[src/rtl/button_event_decoder_pkg.sv]
// Shared definitions for the button event decoder: FSM state encoding and
// default hold/repeat timings so the display top and the bench agree.
package button_event_decoder_pkg;

    typedef enum logic [1:0] {
        ST_IDLE    = 2'd0,
        ST_PRESSED = 2'd1,
        ST_REPEAT  = 2'd2
    } state_t;

    localparam int DEF_LONG_CYCLES   = 100_000_000;
    localparam int DEF_REPEAT_CYCLES = 20_000_000;
    localparam int DEF_CNT_W         = 27;

endpackage

[src/rtl/button_event_decoder_hold_timer.sv]
// Up-counter with a runtime terminal value; wraps to zero on the terminal
// cycle so one counter serves both the long-press and repeat periods.
module hold_timer #(
    parameter int CNT_W = 27
) (
    input  logic             clk,
    input  logic             reset,
    input  logic             clear,
    input  logic             enable,
    input  logic [CNT_W-1:0] terminal,
    output logic             done
);

    logic [CNT_W-1:0] cnt_q;
    logic [CNT_W-1:0] cnt_d;

    assign done = (cnt_q == terminal);

    always_comb begin
        cnt_d = cnt_q;
        if (clear) begin
            cnt_d = '0;
        end else if (enable) begin
            cnt_d = done ? '0 : cnt_q + 1'b1;
        end
    end

    always_ff @(posedge clk) begin
        if (reset) begin
            cnt_q <= '0;
        end else begin
            cnt_q <= cnt_d;
        end
    end

endmodule

[src/rtl/button_event_decoder.sv]
// Converts a debounced button level into registered one-cycle event pulses:
// press, release, short press, long press and periodic auto-repeat.
module button_event_decoder
    import button_event_decoder_pkg::*;
#(
    parameter int LONG_CYCLES   = DEF_LONG_CYCLES,
    parameter int REPEAT_CYCLES = DEF_REPEAT_CYCLES,
    parameter int CNT_W         = DEF_CNT_W
) (
    input  logic clk,
    input  logic reset,
    input  logic enable,
    input  logic debounced,
    output logic press_pulse,
    output logic release_pulse,
    output logic short_press,
    output logic long_press,
    output logic repeat_pulse,
    output logic held
);

    localparam logic [CNT_W-1:0] LONG_TERM   = CNT_W'(LONG_CYCLES - 1);
    localparam logic [CNT_W-1:0] REPEAT_TERM = CNT_W'(REPEAT_CYCLES - 1);

    state_t           state_q, state_d;
    logic             btn_q;
    logic             rise, fall;
    logic             tmr_clear, tmr_run, tmr_done;
    logic [CNT_W-1:0] tmr_terminal;

    logic press_d, release_d, short_d, long_d, repeat_d, held_d;
    logic press_q, release_q, short_q, long_q, repeat_q, held_q;

    assign rise = debounced & ~btn_q;
    assign fall = ~debounced & btn_q;

    // Release outranks the terminal count, so a falling edge also clears the timer.
    assign tmr_run      = (state_q != ST_IDLE);
    assign tmr_clear    = ~enable | ~tmr_run | fall;
    assign tmr_terminal = (state_q == ST_PRESSED) ? LONG_TERM : REPEAT_TERM;

    hold_timer #(
        .CNT_W (CNT_W)
    ) u_hold_timer (
        .clk      (clk),
        .reset    (reset),
        .clear    (tmr_clear),
        .enable   (tmr_run),
        .terminal (tmr_terminal),
        .done     (tmr_done)
    );

    // The edge detector keeps tracking while disabled, so re-enabling with
    // the button already down cannot fabricate a press.
    always_ff @(posedge clk) begin
        if (reset) begin
            btn_q <= 1'b0;
        end else begin
            btn_q <= debounced;
        end
    end

    always_ff @(posedge clk) begin
        if (reset) begin
            state_q <= ST_IDLE;
        end else begin
            state_q <= state_d;
        end
    end

    always_comb begin
        state_d = state_q;
        if (!enable) begin
            state_d = ST_IDLE;
        end else begin
            case (state_q)
                ST_IDLE:    if (rise) state_d = ST_PRESSED;
                ST_PRESSED: begin
                    if (fall)          state_d = ST_IDLE;
                    else if (tmr_done) state_d = ST_REPEAT;
                end
                ST_REPEAT:  if (fall) state_d = ST_IDLE;
                default:    state_d = ST_IDLE;
            endcase
        end
    end

    always_comb begin
        press_d   = 1'b0;
        release_d = 1'b0;
        short_d   = 1'b0;
        long_d    = 1'b0;
        repeat_d  = 1'b0;
        if (enable) begin
            case (state_q)
                ST_IDLE: press_d = rise;
                ST_PRESSED: begin
                    if (fall) begin
                        release_d = 1'b1;
                        short_d   = 1'b1;
                    end else begin
                        long_d = tmr_done;
                    end
                end
                ST_REPEAT: begin
                    if (fall) release_d = 1'b1;
                    else      repeat_d  = tmr_done;
                end
                default: ;
            endcase
        end
        held_d = (state_d != ST_IDLE);
    end

    always_ff @(posedge clk) begin
        if (reset) begin
            press_q   <= 1'b0;
            release_q <= 1'b0;
            short_q   <= 1'b0;
            long_q    <= 1'b0;
            repeat_q  <= 1'b0;
            held_q    <= 1'b0;
        end else begin
            press_q   <= press_d;
            release_q <= release_d;
            short_q   <= short_d;
            long_q    <= long_d;
            repeat_q  <= repeat_d;
            held_q    <= held_d;
        end
    end

    assign press_pulse   = press_q;
    assign release_pulse = release_q;
    assign short_press   = short_q;
    assign long_press    = long_q;
    assign repeat_pulse  = repeat_q;
    assign held          = held_q;

endmodule

[config.mk]
export PLATFORM = sky130hd
export DESIGN_NAME = button_event_decoder
export DESIGN_NICKNAME = d
export VERILOG_FILES = /design/src/rtl/button_event_decoder_pkg.sv /design/src/rtl/button_event_decoder_hold_timer.sv /design/src/rtl/button_event_decoder.sv
export SDC_FILE = /design/constraint.sdc
export NUM_CORES = 1
export LEC_CHECK = 0
export ABC_AREA = 0
export BUFFER_PORTS_ARGS = -buffer_cell sky130_fd_sc_hd__clkbuf_2
export CELL_PAD_IN_SITES_DETAIL_PLACEMENT = 2
export CELL_PAD_IN_SITES_GLOBAL_PLACEMENT = 2
export CORE_MARGIN = 5
export CORE_UTILIZATION = 39
export CTS_BUF_LIST = sky130_fd_sc_hd__clkbuf_2 sky130_fd_sc_hd__clkbuf_4 sky130_fd_sc_hd__clkbuf_8
export CTS_CLUSTER_SIZE = 40
export DETAILED_ROUTE_END_ITERATION = 8
export PLACE_DENSITY = 0.87
export SETUP_SLACK_MARGIN = 0.2
export SYNTH_ARGS = -nofsm -noshare
export SYNTH_HDL_FRONTEND = slang
export SYNTH_SLANG_ARGS = --single-unit
[constraint.sdc]
create_clock -name clk -period 2.5 [get_ports clk]
set_input_delay 0.375 -clock clk [delete_from_list [all_inputs] [get_ports clk]]
set_output_delay 0.375 -clock clk [all_outputs]
set_load 0.05 [all_outputs]
==> results of run 1 <==
==> per-stage QoR <==
| stage | total power, mW | cells | setup slack [ns] |
|---|---|---|---|
| after floorplan | 0.616 | 188 | 0.666 |
| after global placement | 0.625 | 242 | 0.374 |
| after detailed placement | 0.628 | 242 | 0.206 |
| after CTS | 1.18 | 250 | 0.327 |
| after global routing | 1.21 | 250 | 0.181 |
| final | 1.17 | 250 | 0.334 |
==> logic make-up (layout without fill, tap and decap cells) <==
kind of cell | Yosys count | count (layout)
simple gates | 104 | 104
mux | 1 | 1
fa+ha+maj | 5 | 5
compound gates | 12 | 12
xor+xnor | 21 | 21
buf+inv | 9 | 21
flops | 36 | 36
==> final timing paths <==
| path | from | to | slack, ns | cells after the start |
|---|---|---|---|---|
| max | state_q[0]$_SDFF_PP0_ | u_hold_timer.cnt_q[19]$_SDFFE_PP0N_ | 0.33 | 6 |
| min reg2reg | u_hold_timer.cnt_q[0]$_SDFFE_PP0N_ | u_hold_timer.cnt_q[0]$_SDFFE_PP0N_ | 0.50 | 1 |
| max reg2reg | state_q[0]$_SDFF_PP0_ | u_hold_timer.cnt_q[19]$_SDFFE_PP0N_ | 0.33 | 6 |
| min | reset | btn_q$_SDFF_PP0_ | 0.27 | 2 |
==> cell usage in the layout (no fill, tap or decap), drive strengths merged <==
cell type	count
xor2	18
buf	1
nand4	13
nor4b	1
nand2b	3
xnor2	3
o41ai	1
and4bb	1
o21ai	4
nor2	31
or4	1
nand2	7
a21oi	6
a2111o	1
ha	5
nand3	15
bufinv	1
or3	1
nor4	2
and4	2
and3	14
nand4b	1
and2	3
dfxtp	36
mux2i	1
clkbuf	16
inv	3
nor3	4
nor2b	5
==> report_power, final <==
part           switching [mW]  internal (mW)
Clock                   0.207          0.352
Sequential            0.00299          0.577
Combinational          0.0249         0.0114
==> worst max-delay path, cell delays in order (launching register included) <==
cell	delay, ns
dfxtp_1	0.46
ha_1	0.30
and4bb_1	0.21
nand4_1	0.09
a2111o_1	0.56
nand2_4	0.31
nor2_1	0.10
==> registers in the layout, summed over array words and instances, names as in the netlist <==
signal,flops
short_press,1
press_pulse,1
repeat_pulse,1
btn_q,1
release_pulse,1
u_hold_timer.cnt_q,27
long_press,1
held,1
state_q,2
==> metal layers <==
layer / part of all wire, % / global-route usage, %
met1: 42 / 22.2
met2: 52 / 33.3
met3: 2.4 / 4.09
met4: 3.3 / 8.93
met5: 0 / 0
==> cell type report <==
| cell class | count | share of cell area [%] |
|---|---|---|
| Clock buffer | 7 | 5.13 |
| Inverter | 3 | 0.600 |
| Multi-Input combinational cell | 143 | 48.1 |
| Timing Repair Buffer | 10 | 2.80 |
| Clock inverter | 1 | 1.60 |
| Sequential cell | 36 | 38.4 |
| Tap cell | 50 | 3.33 |
==> flow_summary.toml, run 1 <==
[worst_setup_path]
crit_arrival_ns = 2.33
end_kind = "flip-flop"
required_ns = 2.66
cp-start-kind = "flip-flop"
critPathKind = "reg -> reg"
cp_max_fo = 26

[global_route]
grt_max_degree = 27
grt-ovfl-total = 0
grt_first_pass_wirelength_um = 8130
antenna_found_initial = 0
track_usage_pct = 19.1
grt_pass1_vias = 1596

[clocking]
clkTransAtPathRegs_ns = 0.07
post_cts_buffers = 0
clock_latency_ns = 0.29
cts_tree = "yes"
cts_hold_buffers = 0
cts_sinks = 36
cts_buffers = 5
cts_resized = 1
cts_buffer_depth = 2
cts.htree.levels = 2
root_buffer = "clkbuf_8"

[place]
post_dp_cell_area_um2 = 1750
dp_hpwl_um = 3280
routabilityCongestion = 0.785
io_buffer_count = 9

[sta]
fin_skew_ns = 0.00783
slew_headroom_pct = 64.6
worst_hold_slack_ns = 0.268
tightest_slew_ns = 0.531
fin_setup_tns_ns = 0
final-hold-violation-count = 0
rsz0062_at_grt = "yes"
maxSlewViolCount = 0
setup_viol = 0
period_share_pct = 86.6
max_freq_mhz = 462
min_period_ns = 2.17

[yosys]
yosysUniqueCellTypes = 33
async_flop_share_pct = 0
yosys.area.top_type_share_pct = 43.1
synth_seq_cells = 36
synth_fa_ha_area_share_pct = 3.75
syn-mean-instance-area_um2 = 8.88
synth_top_family_by_area = "simple AND/OR/NAND/NOR gates"
synth_most_common_cell = "dfxtp_1"
syn_inst = 188
synth_area_um2 = 1670
synth-simple-area-share_pct = 33.8
synthMuxAreaShare_pct = 0.599
synth_xor_area_share_pct = 11.0
ys_top_cells_by_count = "dfxtp_1 (36), nor2_1 (31), xor2_1 (18)"
synth_compound_area_share_pct = 4.64
synth_nets = 197
seq_area_frac_synth_pct = 43.1
yosysWarnings = 0
synth_area_leaders = "dfxtp_1 (43%), xor2_1 (9.4%), nor2_1 (7.0%)"
synth_edf_count = 0
synth-main-ff-cell = "dfxtp_1"
synth_top_cell_by_area = "dfxtp_1"

[cells_and_area]
area_growth_pct = 12.4
utilization_pct = 45.9
final_cell_area_um2 = 1880
antennaDiodeCount = 0
multiInputGateArea_um2 = 903
layout.nets = 208
fillCellCount = 459
drive_gt1_share_pct = 12.5
layout.area.seq_um2 = 721

[die]
rows = 23
core_um2 = 4090
die_w_um = 75.4
die_height_um = 75.4
io_pins = 10
start_util_pct = 40.9
die_area_um2 = 5690

[detailed_routing]
routed-via-count = 1434
drt_iter0_markers = 61
detail-route-antenna-nets = 0
first_pass_iters = 4
avgViaCountPerCell = 5.74
drc = 0
drt_wl_total_um = 4820
wl_per_cell_um = 19.3

[pwr]
p_leak_nw = 0.698
p_per_area_nw_per_um2 = 626
ir_worst_vdd_mv = 0.302

[outcome]
status = "completed"

[worst_hold_path]
hp-class = "in -> reg"

[job]
cap_violations = 0
No activity file was read; power rests on OpenSTA's default activity.
==> inputs of run 2 (changes only) <==
--- a/config.mk
+++ b/config.mk
@@ -14,8 +14,9 @@
 export CTS_BUF_LIST = sky130_fd_sc_hd__clkbuf_2 sky130_fd_sc_hd__clkbuf_4 sky130_fd_sc_hd__clkbuf_8
 export CTS_CLUSTER_SIZE = 40
 export DETAILED_ROUTE_END_ITERATION = 8
-export PLACE_DENSITY = 0.87
+export PLACE_DENSITY = 0.86
 export SETUP_SLACK_MARGIN = 0.2
 export SYNTH_ARGS = -nofsm -noshare
 export SYNTH_HDL_FRONTEND = slang
+export SYNTH_HIERARCHICAL = 1
 export SYNTH_SLANG_ARGS = --single-unit
==> flow_summary.toml, run 2 <==
[outcome]
status = "complete, but fails checks"
failed_checks = "setup timing"

[yosys]
seq_area_frac_synth_pct = 37.1
syn-mean-instance-area_um2 = 8.98
synth_area_um2 = 1940
syn_inst = 216
synth_area_leaders = "dfxtp_1 (37%), xor2_1 (21%), nor2_1 (6.8%)"
yosysUniqueCellTypes = 36
yosysWarnings = 6
synth_seq_cells = 36
synth_edf_count = 0
synth_most_common_cell = "xor2_1"
async_flop_share_pct = 0
yosys.area.top_type_share_pct = 37.1
ys_top_cells_by_count = "xor2_1 (46), dfxtp_1 (36), nor2_1 (35)"
synth-main-ff-cell = "dfxtp_1"
synth_top_cell_by_area = "dfxtp_1"

[worst_setup_path]
critPathKind = "reg -> reg"
cp_slowest_cell = "a222oi_1"
slowest_delay_ns = 0.43
r2r-start = "state_q[1]$_SDFF_PP0_"
required_ns = 2.73
path_cells = "inv_2 -> ha_4 -> buf_8 -> xor2_2 -> nor4_2 -> nand4_1 -> and4b_2 -> nand3_2 -> a222oi_1 -> and3_1"
crit_arrival_ns = 2.84
cp-start-kind = "flip-flop"
end_kind = "flip-flop"
cp-startpoint = "state_q[1]$_SDFF_PP0_"
cp_max_fo = 7

[clocking]
cts_buffer_depth = 2
cts.htree.levels = 2
clock_latency_ns = 0.30
root_buffer = "clkbuf_8"
cts_sinks = 36
cts_hold_buffers = 0
cts_tree = "yes"
clkTransAtPathRegs_ns = 0.08
cts_buffers = 5

[place]
io_buffer_count = 9
routabilityCongestion = 0.710
place_inst = 309
dp_hpwl_um = 3820

[pwr]
p_int_mw = 0.861
total_power_mw = 1.16
switching_share_pct = 26.0
ir_worst_vdd_mv = 0.478
switching_power_mw = 0.302
p_seq_share_pct = 49.8
clkPwrFrac_pct = 41.0
combPwrFrac_pct = 9.2
p_per_area_nw_per_um2 = 436
p_leak_nw = 1.09

[detailed_routing]
first_pass_iters = 4
avgViaCountPerCell = 5.54
drc = 0
drt_wl_total_um = 9080
wl_per_cell_um = 27.1
drt_iter0_markers = 108
routed-via-count = 1856
detail-route-antenna-nets = 0

[die]
die_height_um = 80.5
io_pins = 10
die_area_um2 = 6490
rows = 25
die_w_um = 80.5
core_um2 = 4790
start_util_pct = 40.5

[global_route]
grt-ovfl-total = 0
grt_max_degree = 20
grt_pass1_vias = 1985
track_usage_pct = 23.4
antenna_found_initial = 0
grt_first_pass_wirelength_um = 11000

[cells_and_area]
final_common_cell = "xor2_1"
drive_gt1_share_pct = 32.8
antennaDiodeCount = 0
layout_common_cells = "xor2_1 (44), dfxtp_1 (34), conb_1 (19)"
largestRegisters = "u_hold_timer/cnt_q (27), state_q (2)"
layout.nets = 276
regMostFlops = "u_hold_timer/cnt_q"
layout.cells.non_filler = 335
largest_reg_flops = 27
area_growth_pct = 37.5

[worst_hold_path]
hp-class = "in -> reg"
worstHoldStart = "reset"

[sta]
fin_setup_tns_ns = -0.228
fin_skew_ns = 0.0132
period_share_pct = 104
maxSlewViolCount = 0
rsz0062_at_grt = "yes"
fin_ws_ns = -0.106
max_freq_mhz = 384
setup_viol = 3
final-hold-violation-count = 0
min_period_ns = 2.61
worst_hold_slack_ns = 0.290

[job]
cap_violations = 0
[run 2: cell count changes in the layout (fill, tap and decap cells not counted), moves of 6 or more]
cell / previous run / this run
a21oi_1: 6 / 0
xor2_1: 18 / 44
conb_1: 0 / 19
nor2_1: 31 / 12
nand2_1: 6 / 12
nor2_2: 0 / 7
buf_4: 1 / 13
nor2_4: 0 / 17
[run 2: final timing paths]
kind	endpoint	slack, ns	cells past startpoint
worst max-delay path	state_q[1]$_SDFF_PP0_	-0.11	10
worst min-delay path	btn_q$_SDFF_PP0_	0.29	2
worst max register to register	state_q[1]$_SDFF_PP0_	-0.11	10
worst min register to register	u_hold_timer/cnt_q[19]$_SDFFE_PP0P_	0.62	2
[run 2: power by group through the flow]
stage	clock [mW]	combinational [mW]	sequential [mW]
3_3_place_gp	0	0.0643	0.592
5_1_grt	0.508	0.113	0.580
6_report	0.477	0.107	0.580
3_5_place_dp	0	0.0673	0.592
4_1_cts	0.464	0.0759	0.579
2_1_floorplan	0	0.0444	0.596
[run 2: through the flow]
stage	util, %	instance area [µm²]	worst slack (ns)
after floorplan	-	2020	0.233
after global placement	44.9	2150	0.138
after detailed placement	44.9	2150	-0.0174
after CTS	48.8	2330	0.173
after global routing	55.7	2670	-0.171
final	55.7	2670	-0.106
[run 2: cell type report]
type                       count  area (µm²)
multi-input combinational    185        1420
timing repair buffer          32         308
clock buffer                   8        97.6
tap                           67        83.8
inverter                       7        31.3
fill                         519        2120
sequential                    36         723
[run 2: cell families (layout without fill, tap and decap cells)]
family                     count (synthesis)  after routing  synth area share, %
xor gates and xnor gates                  53             53                 23.9
muxes                                      1              1                0.516
AOI/OAI and AO/OA                          7              7                 3.29
other                                      2             19                0.387
buffers and inverters                     12             47                 3.22
DFF                                       36             36                 37.1
adders and majority gates                  5              5                 3.22
and+or+nand+nor                          100            100                 28.3
[run 2: routing by layer]
metal,wire length [µm],track usage (%),vias to the layer above,share of wire [%]
li1,-,-,804,-
met1,3620,23.6,953,40
met2,4550,44.3,63,50
met3,415,6.28,36,4.6
met4,489,10.1,0,5.4
met5,0,0,-,0
[run 2: worst max-delay path, delay by kind of cell (launching register included)]
kind / cells / cell delay (ns)
buffers and inverters: 2 / 0.21
AND/OR/NAND/NOR: 5 / 1.19
AO/OA/AOI/OAI: 1 / 0.43
XOR/XNOR: 1 / 0.16
flip-flops: 1 / 0.36
adder cells (fa/ha/maj): 1 / 0.18
[run 2: what timing repair did]
action	in CTS	in global routing
cloned	0	3
pin swaps	6	31
endpoints found under the setup margin	30	23
buffers inserted	7	8
gates resized for setup	9	55
